==> config.mk <==
export PLATFORM = sky130hd
export DESIGN_NAME = pipeline_hazard_controller
export DESIGN_NICKNAME = d
export VERILOG_FILES = /design/src/rtl/pipeline_hazard_controller.sv
export SDC_FILE = /design/constraint.sdc
export NUM_CORES = 1
export LEC_CHECK = 0
export BUFFER_PORTS_ARGS = -buffer_cell sky130_fd_sc_hd__buf_2
export CAP_MARGIN = 20
export CORE_UTILIZATION = 53
export DETAILED_ROUTE_END_ITERATION = 8
export PLACE_DENSITY = 0.85
export SYNTH_ARGS = -nofsm -noshare
export SYNTH_HDL_FRONTEND = slang
export SYNTH_SLANG_ARGS = --single-unit
==> constraint.sdc <==
create_clock -name CLK -period 2.5 [get_ports CLK]
set_input_delay 0.5 -clock CLK [delete_from_list [all_inputs] [get_ports CLK]]
set_output_delay 0.5 -clock CLK [all_outputs]
set_load 0.005 [all_outputs]
==> src/rtl/pipeline_hazard_controller.sv <==
// Stall/flush sequencer for the 5-stage RV32IM pipeline: converts memory busywaits, load-use
// hazards, taken branches and multi-cycle MUL/DIV into stage hold/bubble/flush controls.
module pipeline_hazard_controller #(
    parameter int MULDIV_LATENCY = 32,
    parameter int CNT_W          = 32
) (
    input  logic             CLK,
    input  logic             RESET,
    input  logic [4:0]       ID_RS1,
    input  logic [4:0]       ID_RS2,
    input  logic             ID_USE_RS1,
    input  logic             ID_USE_RS2,
    input  logic [4:0]       EX_RD,
    input  logic             EX_MEM_READ,
    input  logic             EX_BRANCH_TAKEN,
    input  logic             EX_MULDIV_START,
    input  logic             IMEM_BUSYWAIT,
    input  logic             DMEM_BUSYWAIT,
    output logic             PC_HOLD,
    output logic             IF_ID_HOLD,
    output logic             ID_EX_HOLD,
    output logic             EX_MEM_HOLD,
    output logic             MEM_WB_HOLD,
    output logic             IF_ID_FLUSH,
    output logic             ID_EX_BUBBLE,
    output logic             EX_MEM_BUBBLE,
    output logic [1:0]       STATE,
    output logic [CNT_W-1:0] STALL_CNT,
    output logic [CNT_W-1:0] FLUSH_CNT
);

    typedef enum logic [1:0] {
        ST_RUN        = 2'd0,
        ST_MULDIV     = 2'd1,
        ST_FLUSH_WAIT = 2'd2
    } state_e;

    localparam int MDW = (MULDIV_LATENCY > 2) ? $clog2(MULDIV_LATENCY) : 1;
    localparam logic [MDW-1:0]   MD_LOAD   = MDW'(MULDIV_LATENCY - 1);
    // The MULDIV state is left once the count has been decremented down to one.
    localparam logic [MDW-1:0]   MD_LAST   = MDW'(2);
    localparam logic [MDW-1:0]   MD_ONE    = MDW'(1);
    localparam logic [CNT_W-1:0] CNT_MAX   = {CNT_W{1'b1}};
    localparam logic [CNT_W-1:0] CNT_ONE   = CNT_W'(1);
    localparam state_e           MD_ENTRY  = (MULDIV_LATENCY > 2) ? ST_MULDIV : ST_RUN;

    state_e           state_q, state_d;
    logic [MDW-1:0]   mdcnt_q, mdcnt_d;
    logic [CNT_W-1:0] stall_cnt_q, stall_cnt_d;
    logic [CNT_W-1:0] flush_cnt_q, flush_cnt_d;

    logic load_use_s;
    logic pc_hold_s, if_id_hold_s, id_ex_hold_s, ex_mem_hold_s, mem_wb_hold_s;
    logic if_id_flush_s, id_ex_bubble_s, ex_mem_bubble_s;

    // Load-use hazard detect; x0 is hard-wired so it never creates a dependency.
    always_comb begin
        load_use_s = EX_MEM_READ && (EX_RD != 5'd0) &&
                     ((ID_USE_RS1 && (ID_RS1 == EX_RD)) || (ID_USE_RS2 && (ID_RS2 == EX_RD)));
    end

    // Next-state and control outputs, in hazard priority order.
    always_comb begin
        state_d         = state_q;
        mdcnt_d         = mdcnt_q;
        pc_hold_s       = 1'b0;
        if_id_hold_s    = 1'b0;
        id_ex_hold_s    = 1'b0;
        ex_mem_hold_s   = 1'b0;
        mem_wb_hold_s   = 1'b0;
        if_id_flush_s   = 1'b0;
        id_ex_bubble_s  = 1'b0;
        ex_mem_bubble_s = 1'b0;
        if (!RESET) begin
            state_d = ST_RUN;
            mdcnt_d = {MDW{1'b0}};
        end else if (DMEM_BUSYWAIT) begin
            // Whole pipe frozen; a taken branch in EX stays put and fires afterwards.
            pc_hold_s     = 1'b1;
            if_id_hold_s  = 1'b1;
            id_ex_hold_s  = 1'b1;
            ex_mem_hold_s = 1'b1;
            mem_wb_hold_s = 1'b1;
        end else begin
            case (state_q)
                ST_MULDIV: begin
                    pc_hold_s       = 1'b1;
                    if_id_hold_s    = 1'b1;
                    id_ex_hold_s    = 1'b1;
                    ex_mem_bubble_s = 1'b1;
                    mdcnt_d         = mdcnt_q - MD_ONE;
                    if (mdcnt_q <= MD_LAST) begin
                        state_d = ST_RUN;
                    end else begin
                        state_d = ST_MULDIV;
                    end
                end
                ST_FLUSH_WAIT: begin
                    if_id_flush_s  = 1'b1;
                    id_ex_bubble_s = 1'b1;
                    if (IMEM_BUSYWAIT) begin
                        pc_hold_s = 1'b1;
                        state_d   = ST_FLUSH_WAIT;
                    end else begin
                        state_d   = ST_RUN;
                    end
                end
                ST_RUN: begin
                    if (EX_BRANCH_TAKEN) begin
                        if_id_flush_s  = 1'b1;
                        id_ex_bubble_s = 1'b1;
                        if (IMEM_BUSYWAIT) begin
                            state_d = ST_FLUSH_WAIT;
                        end else begin
                            state_d = ST_RUN;
                        end
                    end else if (EX_MULDIV_START) begin
                        pc_hold_s       = 1'b1;
                        if_id_hold_s    = 1'b1;
                        id_ex_hold_s    = 1'b1;
                        ex_mem_bubble_s = 1'b1;
                        mdcnt_d         = MD_LOAD;
                        state_d         = MD_ENTRY;
                    end else if (load_use_s || IMEM_BUSYWAIT) begin
                        pc_hold_s      = 1'b1;
                        if_id_hold_s   = 1'b1;
                        id_ex_bubble_s = 1'b1;
                        state_d        = ST_RUN;
                    end else begin
                        state_d = ST_RUN;
                    end
                end
                default: begin
                    state_d = ST_RUN;
                    mdcnt_d = {MDW{1'b0}};
                end
            endcase
        end
    end

    // Saturating perf counters.
    always_comb begin
        if (pc_hold_s && (stall_cnt_q != CNT_MAX)) begin
            stall_cnt_d = stall_cnt_q + CNT_ONE;
        end else begin
            stall_cnt_d = stall_cnt_q;
        end
        if (if_id_flush_s && (flush_cnt_q != CNT_MAX)) begin
            flush_cnt_d = flush_cnt_q + CNT_ONE;
        end else begin
            flush_cnt_d = flush_cnt_q;
        end
    end

    // State, MUL/DIV countdown and counter registers.
    always_ff @(posedge CLK or negedge RESET) begin
        if (!RESET) begin
            state_q     <= ST_RUN;
            mdcnt_q     <= {MDW{1'b0}};
            stall_cnt_q <= {CNT_W{1'b0}};
            flush_cnt_q <= {CNT_W{1'b0}};
        end else begin
            state_q     <= state_d;
            mdcnt_q     <= mdcnt_d;
            stall_cnt_q <= stall_cnt_d;
            flush_cnt_q <= flush_cnt_d;
        end
    end

    assign PC_HOLD       = pc_hold_s;
    assign IF_ID_HOLD    = if_id_hold_s;
    assign ID_EX_HOLD    = id_ex_hold_s;
    assign EX_MEM_HOLD   = ex_mem_hold_s;
    assign MEM_WB_HOLD   = mem_wb_hold_s;
    assign IF_ID_FLUSH   = if_id_flush_s;
    assign ID_EX_BUBBLE  = id_ex_bubble_s;
    assign EX_MEM_BUBBLE = ex_mem_bubble_s;
    assign STATE         = state_q;
    assign STALL_CNT     = stall_cnt_q;
    assign FLUSH_CNT     = flush_cnt_q;

endmodule
==> reports/metrics.yaml <==
run_status: "complete, no violations"
core-area_um2: 6790
cts_root_buf: "clkbuf_8"
post-route-period-util_pct: 98.2
overflow: 0
critPathKind: "input port to output pin"
power.share.switching_pct: 27.4
start_util_pct: 54.7
cts_setup_buffers: 0
via_count: 3303
synth.avg_cell_area_um2: 9.81
final_common_cell: "buf_2"
max_slew_margin_pct: 59.4
cp_cell_sequence: "buf_2 -> or4_1 -> o21a_1 -> a21oi_2 -> nor2b_1 -> o21ai_0 -> buf_2"
synth_seq_cells: 71
hold_viol: 0
place_inst: 579
crit_path_max_incr_delay_ps: 510
synthFlopType: "dfrtp_1"
dp_hpwl_um: 6280
leakage_nw: 2.28
p_total_mw: 3.04
finalWirelength_um: 8640
cap_violations: 0
drc: 0
worstPathMaxFanout: 3
powerDensity_nw_per_um2: 653
nFillCells: 542
p_int_mw: 2.21
viasPerCell: 5.56
grt_setup_unrepaired: "no"
antenna_cells: 0
async_flop_share_pct: 100
slowest_stage: "or4_1"
insertion_delay_ps: 350
cp_data_arrival_time_ps: 1950
wl_per_cell_um: 14.5
htree_levels: 3
synth_enable_flop_cells: 0
numCtsBuffers: 9
end_kind: "output pin"
seqPwrFrac_pct: 46.2
worstSetupStartpointType: "input port"
boundaryPins: 98
clk_path_buf_depth: 2
setup_tns_ps: 0
p_sw_mw: 0.835
chipHeight_um: 85.8
critical_path.most_common_cell: "buf_2"
yosysUniqueCellTypes: 43
firstDrtPassIters: 5
synth.cell_area_um2: 3720
cp_data_required_time_ps: 2000
syn_inst: 379
cts.sinks: 71
yosys.area.top_type: "dfrtp_1"
clkSlewWorstSetupHoldPaths_ps: 70
setup-violations-final: 0
cts-hold-fix-buffers: 0
die_area_um2: 7350
first_global_vias: 3025
portBuffers: 97
drv_slew: 0
hold_class: "input port to async pin"
yosysSeqAreaShare_pct: 47.8
cts_tree: "done"
period_needed_ps: 2450
drive_above_1_share_pct: 28.1
syn2layout_area_growth_pct: 25.3
ant_nets: 0
grt_usage_pct: 24.1
grt_pass1_wl_um: 13900
grt_max_degree: 47
clock_power_share_pct: 36.6
syn-num-nets: 407
yosysWarnings: 0
rows: 30
synth_area_leaders: "dfrtp_1 (48%), xnor2_1 (8.2%), xor2_1 (8.0%), nand2_1 (4.0%), nand3_1 (3.5%)"
finalClockSkew_ps: 12.6
worst_pin_slew_ps: 600
fp.dieW_um: 85.8
antenna_found_initial: 0
layout_common_cells: "buf_2 (96), dfrtp_1 (71), nand2_1 (40)"
nNetsFinal: 522
max-vdd-ir-drop_v: 0.000441
fin_cells: 594
yosysTopAreaCellShare_pct: 47.8
place.gp.congestion: 0.841
max_clock_freq_mhz: 407
drt_iter0_markers: 205
combPwrFrac_pct: 17.2
==> final timing paths <==
kind	to	startpoint	slack (ps)	depth (start not counted)
min in group CLK	STATE[1]	IMEM_BUSYWAIT	450	2
hold reg to reg	FLUSH_CNT[31]	FLUSH_CNT[31]	490	1
setup / recovery	IF_ID_HOLD	EX_RD[1]	50	7
max in group asynchronous	STALL_CNT[7]	RESET	1390	3
setup reg to reg	STALL_CNT[22]	STALL_CNT[1]	180	8
hold / removal	mdcnt_q[4]	RESET	180	2
==> Yosys cell counts, types with 2 or more instances <==
| cell | instances |
|---|---|
| nand2b_1 | 4 |
| dfrtp_1 | 71 |
| ha_1 | 4 |
| clkbuf_1 | 2 |
| mux2_2 | 3 |
| o31ai_1 | 3 |
| xnor2_1 | 35 |
| a31oi_1 | 2 |
| buf_2 | 5 |
| o21ai_0 | 7 |
| nand3_1 | 26 |
| nor2b_1 | 3 |
| and3_1 | 9 |
| inv_1 | 11 |
| a22o_1 | 4 |
| nor3_1 | 13 |
| a21oi_1 | 5 |
| xor2_1 | 34 |
| o21a_1 | 3 |
| or4_1 | 4 |
| nor4_1 | 13 |
| and4_1 | 3 |
| nand3b_1 | 2 |
| nand2_1 | 40 |
| nand4_1 | 20 |
| nor4b_1 | 5 |
| nor2_1 | 32 |
==> through the flow <==
stage | setup slack [ps] | util, % | instance area (um^2) | hold WS (ps)
2_1_floorplan | 190 | - | 3720 | 204
3_3_place_gp | 98.0 | 64.9 | 4410 | 465
3_5_place_dp | 68.3 | 64.9 | 4410 | 476
4_1_cts | 49.6 | 68.5 | 4660 | 178
5_1_grt | 0.0560 | 68.6 | 4660 | 203
6_report | 45.6 | 68.6 | 4660 | 176
==> logic make-up (layout without fill, tap and decap cells) <==
family / count (synthesis) / after routing / synth area share (%)
AND/OR/NAND/NOR: 182 / 182 / 26.0
flip-flops: 71 / 71 / 47.8
XOR/XNOR: 69 / 69 / 16.3
AO/OA/AOI/OAI: 30 / 30 / 5.45
buffers and inverters: 20 / 139 / 2.29
adder cells (fa/ha/maj): 4 / 4 / 1.35
multiplexers: 3 / 3 / 0.908
==> layout make-up <==
type / count / area (um^2) / share of cell area (%)
Clock inverter: 5 / 106 / 2.28
Inverter: 12 / 45.0 / 0.967
Timing Repair Buffer: 112 / 613 / 13.2
Tap cell: 96 / 120 / 2.58
Clock buffer: 10 / 138 / 2.95
Sequential cell: 71 / 1780 / 38.1
Multi-Input combinational cell: 288 / 1860 / 39.9
==> power groups by stage <==
| stage | clock network, mW | logic, mW | registers (mW) |
|---|---|---|---|
| after global placement | 0 | 0.503 | 1.41 |
| after global routing | 1.18 | 0.584 | 1.42 |
| final | 1.12 | 0.522 | 1.41 |
| after floorplan | 0 | 0.231 | 1.43 |
| after detailed placement | 0 | 0.521 | 1.42 |
| after CTS | 1.14 | 0.527 | 1.40 |
==> critical path, delay by kind of cell <==
family | cells | cell delay, ps
AOI/OAI and AO/OA | 3 | 510
buffers and inverters | 2 | 280
and+or+nand+nor | 2 | 670
==> flip-flops by register name, indices dropped and copies added (netlist names) <==
| signal | flops |
|---|---|
| STALL_CNT | 32 |
| FLUSH_CNT | 32 |
| mdcnt_q | 5 |
| STATE | 2 |
==> metal layers <==
metal / global-route usage [%] / share of wire, % / up-vias
li1: - / - / 1567
met1: 31.5 / 45 / 1605
met2: 38.9 / 48 / 118
met3: 5.39 / 5.7 / 13
met4: 10.0 / 1.3 / 0
met5: 0 / 0 / -
==> timing repair <==
item                                   in CTS  in global routing
endpoints found under the hold margin       0                  0
setup endpoints to repair                   0                  1
resized for setup                           0                  1
No activity file was read; power rests on OpenSTA's default activity.
